==> src/rtl/mips_fetch_unit_if.sv <==
// ---------------------------------------------------------------------------
// mips_fetch_unit_if
// Purpose : memory-side bus between the MIPS fetch stage and the wait-stated
//           instruction memory. It carries a req/ready read handshake.
// Signals :
//   memRd     fetch -> mem  read request, held high until memReady
//   memAddr   fetch -> mem  word address, stable while memRd is high
//   memRdata  mem -> fetch  read data, valid when memReady is high
//   memReady  mem -> fetch  handshake completion
// Modports: master (fetch unit side), slave (memory side)
// ---------------------------------------------------------------------------
interface mips_fetch_unit_if #(
  parameter int AW = 32,
  parameter int DW = 32
);
  logic          memRd;
  logic [AW-1:0] memAddr;
  logic [DW-1:0] memRdata;
  logic          memReady;

  modport master (
    output memRd,
    output memAddr,
    input  memRdata,
    input  memReady
  );

  modport slave (
    input  memRd,
    input  memAddr,
    output memRdata,
    output memReady
  );
endinterface

==> src/rtl/mips_fetch_unit.sv <==
// ---------------------------------------------------------------------------
// mips_fetch_unit
// Purpose : instruction fetch stage for the multicycle MIPS core. It takes the
//           word-addressed PC and fetches the instruction through a req/ready
//           handshake. The fetched word is held for the core's instruction
//           register. A single-entry last-fetch buffer skips memory when the
//           same PC is fetched again. A watchdog substitutes NOP_INS if the
//           memory never answers.
// Ports   :
//   clk_i        rising-edge clock
//   rst_ni       asynchronous reset, active low
//   pc_i         fetch address from the core PC
//   fetchReq_i   start a fetch; sampled only while idle
//   flush_i      invalidate the last-fetch buffer
//   mem          memory bus (mips_fetch_unit_if.master)
//   insOut_o     fetched instruction, held until the next capture
//   insValid_o   one-cycle pulse when insOut_o has just been updated
//   busy_o       high whenever a fetch is in progress
//   fetchErr_o   sticky timeout flag, cleared by the next accepted fetch
// ---------------------------------------------------------------------------
module mips_fetch_unit #(
  parameter int              AW      = 32,
  parameter int              DW      = 32,
  parameter int              TIMEOUT = 15,
  parameter logic [DW-1:0]   NOP_INS = '0
) (
  input  logic               clk_i,
  input  logic               rst_ni,
  input  logic [AW-1:0]      pc_i,
  input  logic               fetchReq_i,
  input  logic               flush_i,
  mips_fetch_unit_if.master  mem,
  output logic [DW-1:0]      insOut_o,
  output logic               insValid_o,
  output logic               busy_o,
  output logic               fetchErr_o
);

  localparam int            CW       = $clog2(TIMEOUT + 1);
  localparam logic [CW-1:0] CNT_LAST = CW'(TIMEOUT - 1);

  typedef enum logic [1:0] {
    S_IDLE,
    S_WAIT,
    S_DONE
  } state_t;

  state_t        state_q, state_d;
  logic          memRd_q, memRd_d;
  logic [AW-1:0] memAddr_q, memAddr_d;
  logic [DW-1:0] insOut_q, insOut_d;
  logic          insValid_q, insValid_d;
  logic          busy_q, busy_d;
  logic          fetchErr_q, fetchErr_d;
  logic [CW-1:0] cnt_q, cnt_d;
  logic          bufValid_q, bufValid_d;
  logic [AW-1:0] bufAddr_q, bufAddr_d;
  logic [DW-1:0] bufIns_q, bufIns_d;
  logic          bufHit;

  // A coincident flush turns an otherwise valid buffer lookup into a miss.
  // The memory has just been rewritten, so the buffered copy cannot be trusted.
  assign bufHit = bufValid_q && !flush_i && (pc_i == bufAddr_q);

  // State and output registers. Reset is asynchronous so that memRd drops
  // immediately, even in the middle of a wait. Any pending memory
  // transaction is simply abandoned.
  always_ff @(posedge clk_i or negedge rst_ni) begin
    if (!rst_ni) begin
      state_q    <= S_IDLE;
      memRd_q    <= 1'b0;
      memAddr_q  <= '0;
      insOut_q   <= '0;
      insValid_q <= 1'b0;
      busy_q     <= 1'b0;
      fetchErr_q <= 1'b0;
      cnt_q      <= '0;
      bufValid_q <= 1'b0;
      bufAddr_q  <= '0;
      bufIns_q   <= '0;
    end else begin
      state_q    <= state_d;
      memRd_q    <= memRd_d;
      memAddr_q  <= memAddr_d;
      insOut_q   <= insOut_d;
      insValid_q <= insValid_d;
      busy_q     <= busy_d;
      fetchErr_q <= fetchErr_d;
      cnt_q      <= cnt_d;
      bufValid_q <= bufValid_d;
      bufAddr_q  <= bufAddr_d;
      bufIns_q   <= bufIns_d;
    end
  end

  // Next-state logic for the IDLE -> WAIT -> DONE -> IDLE sequence, with a
  // shortcut from IDLE straight to DONE on a buffer hit. In WAIT a ready
  // response beats the watchdog, even on its final cycle. The wait counter
  // saturates rather than wrapping. Flush is applied last, so it overrides
  // a buffer refill in the same cycle. The instruction itself is still
  // delivered in that case. busy and insValid are registered copies of the
  // decoded next state. fetchReq seen in DONE is ignored and must be raised
  // again once the unit is back in IDLE.
  always_comb begin
    state_d    = state_q;
    memRd_d    = memRd_q;
    memAddr_d  = memAddr_q;
    insOut_d   = insOut_q;
    fetchErr_d = fetchErr_q;
    cnt_d      = cnt_q;
    bufValid_d = bufValid_q;
    bufAddr_d  = bufAddr_q;
    bufIns_d   = bufIns_q;

    case (state_q)
      S_IDLE: begin
        if (fetchReq_i) begin
          fetchErr_d = 1'b0;
          if (bufHit) begin
            insOut_d = bufIns_q;
            state_d  = S_DONE;
          end else begin
            memAddr_d = pc_i;
            memRd_d   = 1'b1;
            cnt_d     = '0;
            state_d   = S_WAIT;
          end
        end
      end
      S_WAIT: begin
        if (mem.memReady) begin
          insOut_d   = mem.memRdata;
          bufAddr_d  = memAddr_q;
          bufIns_d   = mem.memRdata;
          bufValid_d = 1'b1;
          memRd_d    = 1'b0;
          state_d    = S_DONE;
        end else if (cnt_q == CNT_LAST) begin
          insOut_d   = NOP_INS;
          fetchErr_d = 1'b1;
          bufValid_d = 1'b0;
          memRd_d    = 1'b0;
          state_d    = S_DONE;
        end else if (cnt_q != '1) begin
          cnt_d = cnt_q + 1'b1;
        end
      end
      S_DONE: begin
        state_d = S_IDLE;
      end
      default: begin
        state_d = S_IDLE;
        memRd_d = 1'b0;
      end
    endcase

    if (flush_i) begin
      bufValid_d = 1'b0;
    end

    insValid_d = (state_d == S_DONE);
    busy_d     = (state_d != S_IDLE);
  end

  // Everything visible outside is driven straight from registers, so the
  // core and the memory never see combinational glitches.
  assign mem.memRd   = memRd_q;
  assign mem.memAddr = memAddr_q;
  assign insOut_o    = insOut_q;
  assign insValid_o  = insValid_q;
  assign busy_o      = busy_q;
  assign fetchErr_o  = fetchErr_q;

endmodule

==> src/flat_wrapper.sv <==
// flat-port wrapper written by rule: the top's interface ports become plain ports
module mips_fetch_unit_flat 
#(
  parameter int              AW      = 32,
  parameter int              DW      = 32,
  parameter int              TIMEOUT = 15,
  parameter logic [DW-1:0]   NOP_INS = '0
)
  (clk_i, rst_ni, pc_i, fetchReq_i, flush_i, insOut_o, insValid_o, busy_o, fetchErr_o, mem_memRd, mem_memAddr, mem_memRdata, mem_memReady);
  mips_fetch_unit_if #(.AW(AW), .DW(DW)) mem_i ();
  input  logic clk_i;
  input  logic rst_ni;
  input  logic [AW-1:0] pc_i;
  input  logic fetchReq_i;
  input  logic flush_i;
  output logic [DW-1:0] insOut_o;
  output logic insValid_o;
  output logic busy_o;
  output logic fetchErr_o;
  output wire logic [$bits(mem_i.memRd)-1:0] mem_memRd;
  output wire logic [$bits(mem_i.memAddr)-1:0] mem_memAddr;
  input wire logic [$bits(mem_i.memRdata)-1:0] mem_memRdata;
  input wire logic [$bits(mem_i.memReady)-1:0] mem_memReady;
  assign mem_memRd = mem_i.memRd;
  assign mem_memAddr = mem_i.memAddr;
  assign mem_i.memRdata = mem_memRdata;
  assign mem_i.memReady = mem_memReady;
  mips_fetch_unit #(.AW(AW), .DW(DW), .TIMEOUT(TIMEOUT), .NOP_INS(NOP_INS)) u_core (.clk_i(clk_i), .rst_ni(rst_ni), .pc_i(pc_i), .fetchReq_i(fetchReq_i), .flush_i(flush_i), .mem(mem_i), .insOut_o(insOut_o), .insValid_o(insValid_o), .busy_o(busy_o), .fetchErr_o(fetchErr_o));
endmodule
==> config.mk <==
export PLATFORM = sky130hd
export DESIGN_NAME = mips_fetch_unit_flat
export DESIGN_NICKNAME = d
export VERILOG_FILES = /design/src/rtl/mips_fetch_unit_if.sv /design/src/rtl/mips_fetch_unit.sv /design/src/flat_wrapper.sv
export SDC_FILE = /design/constraint.sdc
export NUM_CORES = 1
export LEC_CHECK = 0
export ABC_AREA = 1
export CORE_MARGIN = 2
export CORE_UTILIZATION = 55
export DETAILED_ROUTE_END_ITERATION = 12
export GPL_ROUTABILITY_DRIVEN = 1
export GPL_TIMING_DRIVEN = 0
export HOLD_SLACK_MARGIN = 0.05
export PLACE_DENSITY = 0.91
export SETUP_SLACK_MARGIN = 0.1
export SYNTH_ARGS = -nofsm -noshare
export SYNTH_HDL_FRONTEND = slang
export SYNTH_SLANG_ARGS = --single-unit
==> constraint.sdc <==
create_clock -name clk_i -period 3.17 [get_ports clk_i]
set_input_delay 0.634 -clock clk_i [delete_from_list [all_inputs] [get_ports clk_i]]
set_output_delay 0.634 -clock clk_i [all_outputs]
set_load 0.02 [all_outputs]
==> impl_summary.log <==
[metrics] number of unique standard cell types used by synthesis: 27
[metrics] sequential share of the synthesized area: 0.551
[metrics] die height: 111 um
[metrics] # H-tree levels: 4
[metrics] area taken by flip-flops and latches: 3480 um2
[metrics] met2 Use GR: 0.434
[metrics] DP HPWL: 11.0 mm
[metrics] post-synthesis share of cell area spent on xor and xnor gates: 0.00971
[metrics] clock-pin slew reported for the worst setup and hold paths after clock tree synthesis: 0.06 ns
[metrics] sequence of cells on the critical path: clkdlybuf4s50_1 > inv_2 > nand2_1 > o21ai_1 > nor2_1 > nand2_1 > nor2_1 > nand2_1 > nor2_4 > nand2_1 > nand3_2 > clkbuf_1 > o21ai_0
[metrics] switching part of the total power: 0.362
[metrics] placed cell area: 7880 um2
[metrics] top-level port count: 137
[metrics] clk_lat worst skew: 0.43 ns
[metrics] routed wirelength normalized by instance count: 14.8 um
[metrics] pwr dens: 976 nW/um2
[metrics] count of state elements after synthesis: 139
[metrics] R2R Path Start: u_core.bufAddr_q[17]
[metrics] Gate power share: 0.372
[metrics] leading cell types in the layout, fill and taps excluded: nand2_1, dfrtp_1, clkdlybuf4s50_1, o21ai_0, inv_1
[metrics] die area: 12,300 um2
[metrics] end of the worst register-to-register path: u_core.mem.memAddr[7]
[metrics] Max Root-Sink Buffers: 2
[metrics] average via count per standard cell: 5.20
[metrics] number of clock sinks: 139
[metrics] Hold Fails Final Rpt: 0
[metrics] unrepaired setup endpoints after global routing: false
[metrics] area inside the core boundary: 11,300 um2
[metrics] Critical Path Sink Type: flip-flop
[metrics] setup slack after placement: 0.412 ns
[metrics] slowest cell delay on critical path: 0.49 ns
[metrics] CTS Hold Buffers Added: 0
[metrics] internal power contribution: 5.30 mW
[metrics] cell count after synthesis: 782
[metrics] proportion of power drawn by the clock network: 0.255
[metrics] Net Count, Synth: 853
[metrics] antenna-violating nets left: 0
[metrics] area fraction in and, or, nand and nor cells after synthesis: 0.236
[metrics] max-slew violation count: 0
[metrics] maximum number of pins on one net before global-route repair: 88
[metrics] TritonRoute pass-1 iters: 5
[metrics] fmax: 425 MHz
[metrics] peak-usage layer in the global routing report: met2
[metrics] Flop pwr share: 0.373
[metrics] final weighted congestion in routability-driven placement: 0.898
[metrics] fraction of layout cells with a size suffix above 1: 0.0737
[metrics] ANT cells: 0
[metrics] post-CTS setup buffer count: 0
[metrics] Crit Path Class: in2reg
[metrics] combined global-route utilization of all metal layers: 0.272
[metrics] endpoint arrival time on the critical path: 2.64 ns
[metrics] max-cap viol count: 0
[metrics] status: completed
[metrics] DIE WIDTH: 111 um
[metrics] setup ws final: 0.817 ns
[metrics] first-pass GRT wire length: 26.6 mm
[metrics] total congestion overflow: 0
[metrics] Layout Nets: 1,009
[metrics] critical path startpoint: pc_i[17]
[metrics] buffers added on ports: 136
[metrics] Pleak: 4.26 nW
[metrics] vias in the first global route: 5,411
[metrics] drt total wl: 16.1 mm
[metrics] worst-path cell with the longest stage delay: clkdlybuf4s50_1
[metrics] Worst path most repeated cell: nand2_1
[metrics] number of vias after detailed routing: 5,679
[metrics] drt first-iter violations: 456
[metrics] post-synthesis average cell area: 8.07 um2
[metrics] Worst Path Max Fanout: 10
[metrics] post-route cell area: 8510 um2
[metrics] Critical Path Source Type: input port
[metrics] count of cells resized by post-cts repair: 0
[metrics] Residual DRC: 0
[metrics] cell chosen for the clock root: clkbuf_16
[metrics] count of synthesis-stage warnings from yosys: 0
[metrics] VDD IR max: 0.596 mV
[metrics] area of the multi-input gates: 2270 um2
[metrics] reg-to-reg slack, setup: 1.18 ns
[metrics] Final Total Pwr: 8.31 mW
[metrics] measured slew at the worst slew-check pin: 0.563 ns
[metrics] Rows: 39
[metrics] cell count of the worst reg-to-reg path: 11
[metrics] Setup-failing EPs final: 0
[metrics] min cycle time layout: 2.35 ns
[metrics] crit share post-route: 0.742
[metrics] global-route track usage on met3: 0.0519
[metrics] Final Skew: 0.00975 ns
[metrics] number of buffers created by CTS: 17
[metrics] required time of the worst setup path: 3.45 ns
[metrics] type of the worst min-delay path: in2async
[metrics] filler cell count: 823
[metrics] fraction of the mapped netlist area in adder cells: 0.00397
[metrics] effective utilization at floorplan: 0.557
[metrics] most common cell after layout, fill and taps aside: nand2_1
[metrics] normalized max-slew margin: 0.625
[metrics] post-synthesis compound-gate area fraction: 0.109
[metrics] area overhead of the layout relative to synthesis: 34.9%
[metrics] Netlist Area Pre-Place: 6310 um2
[metrics] number of antenna violations at the first check in global routing: 0
[metrics] proportion of synthesized area in mux cells: 0
[metrics] clock tree from TritonCTS: yes
[metrics] GR Layer Usage met1: 0.372
[metrics] sw power: 3.01 mW
[metrics] dominant combinational cell family by area after synthesis: simple AND/OR/NAND/NOR gates
[per-layer routing]
layer	up-vias	routed length (um)
met5	-	0
met4	0	431
met3	36	952
met2	210	7680
met1	2691	7080
li1	2742	-
[worst max path at each step]
stage                                        end  slack (ns)
after detailed placement   u_core.mem.memAddr[7]        0.41
after CTS                  u_core.mem.memAddr[7]        0.81
after floorplan           u_core.mem.memAddr[12]        1.38
final                      u_core.mem.memAddr[7]        0.82
after global placement       u_core.insOut_o[27]       -3.98
after global routing       u_core.mem.memAddr[7]        0.61
[sequential cells by signal, summed over array words and instances, names as in the netlist, 2 cells and up]
register	count
u_core.bufAddr_q	32
u_core.bufIns_q	32
u_core.cnt_q	4
u_core.insOut_o	32
u_core.mem.memAddr	32
u_core.state_q	2
[synthesized netlist by cell type]
master / count / area share
buf_6: 5 / 0.0089
o21ai_1: 8 / 0.0063
buf_1: 4 / 0.0024
inv_2: 4 / 0.0024
nand3_2: 1 / 0.0016
nor2_1: 22 / 0.013
o21ai_0: 108 / 0.086
clkbuf_1: 17 / 0.010
o22ai_1: 2 / 0.0020
nand3_1: 39 / 0.031
dfrtp_1: 139 / 0.55
xor2_1: 1 / 0.0014
buf_4: 3 / 0.0036
nand4_1: 3 / 0.0030
nand2_2: 1 / 0.00099
a21oi_1: 2 / 0.0016
inv_1: 95 / 0.057
nand2_1: 296 / 0.18
xnor2_1: 6 / 0.0083
o21ai_2: 10 / 0.014
nor3_1: 1 / 0.00079
ha_1: 2 / 0.0040
nor2_4: 2 / 0.0036
or2_2: 1 / 0.00099
nand4_4: 1 / 0.0034
buf_2: 7 / 0.0056
nor2_2: 2 / 0.0020
[power groups by stage]
stage          sequential [mW]  clock [mW]  combinational [mW]
4_1_cts                   3.09        2.13                3.10
5_1_grt                   3.18        2.21                3.41
6_report                  3.10        2.12                3.09
3_5_place_dp              3.09           0                3.06
3_3_place_gp              3.07           0                2.96
2_1_floorplan             3.48           0                1.30
[cell type report]
cell class	count	area share
Buffer	36	0.0226
Clock buffer	20	0.0548
Clock inverter	11	0.0197
Inverter	99	0.0436
Multi-Input combinational cell	508	0.266
Sequential cell	139	0.409
Tap cell	143	0.0210
Timing Repair Buffer	137	0.163
[logic make-up after synthesis]
kind of cell             after synthesis
XOR/XNOR                               7
adder cells (fa/ha/maj)                2
AND/OR/NAND/NOR                      369
AO/OA/AOI/OAI                        130
flip-flops                           139
buffers and inverters                135
[worst max-delay path, delay by kind of cell]
kind	cells	cell delay, ns
buffers and inverters	3	0.96
AOI/OAI and AO/OA	2	0.23
and+or+nand+nor	8	0.80
[through the flow]
step,cells,setup TNS [ns],hold slack [ns],util
floorplan,782,0,0.338,-
global placement,1061,-552.22,0.466,0.694
detailed placement,1062,0,0.466,0.696
CTS,1093,0,0.168,0.752
global route,1093,0,0.189,0.752
finish,1093,0,0.149,0.752
(Power assumes the default switching activity.)
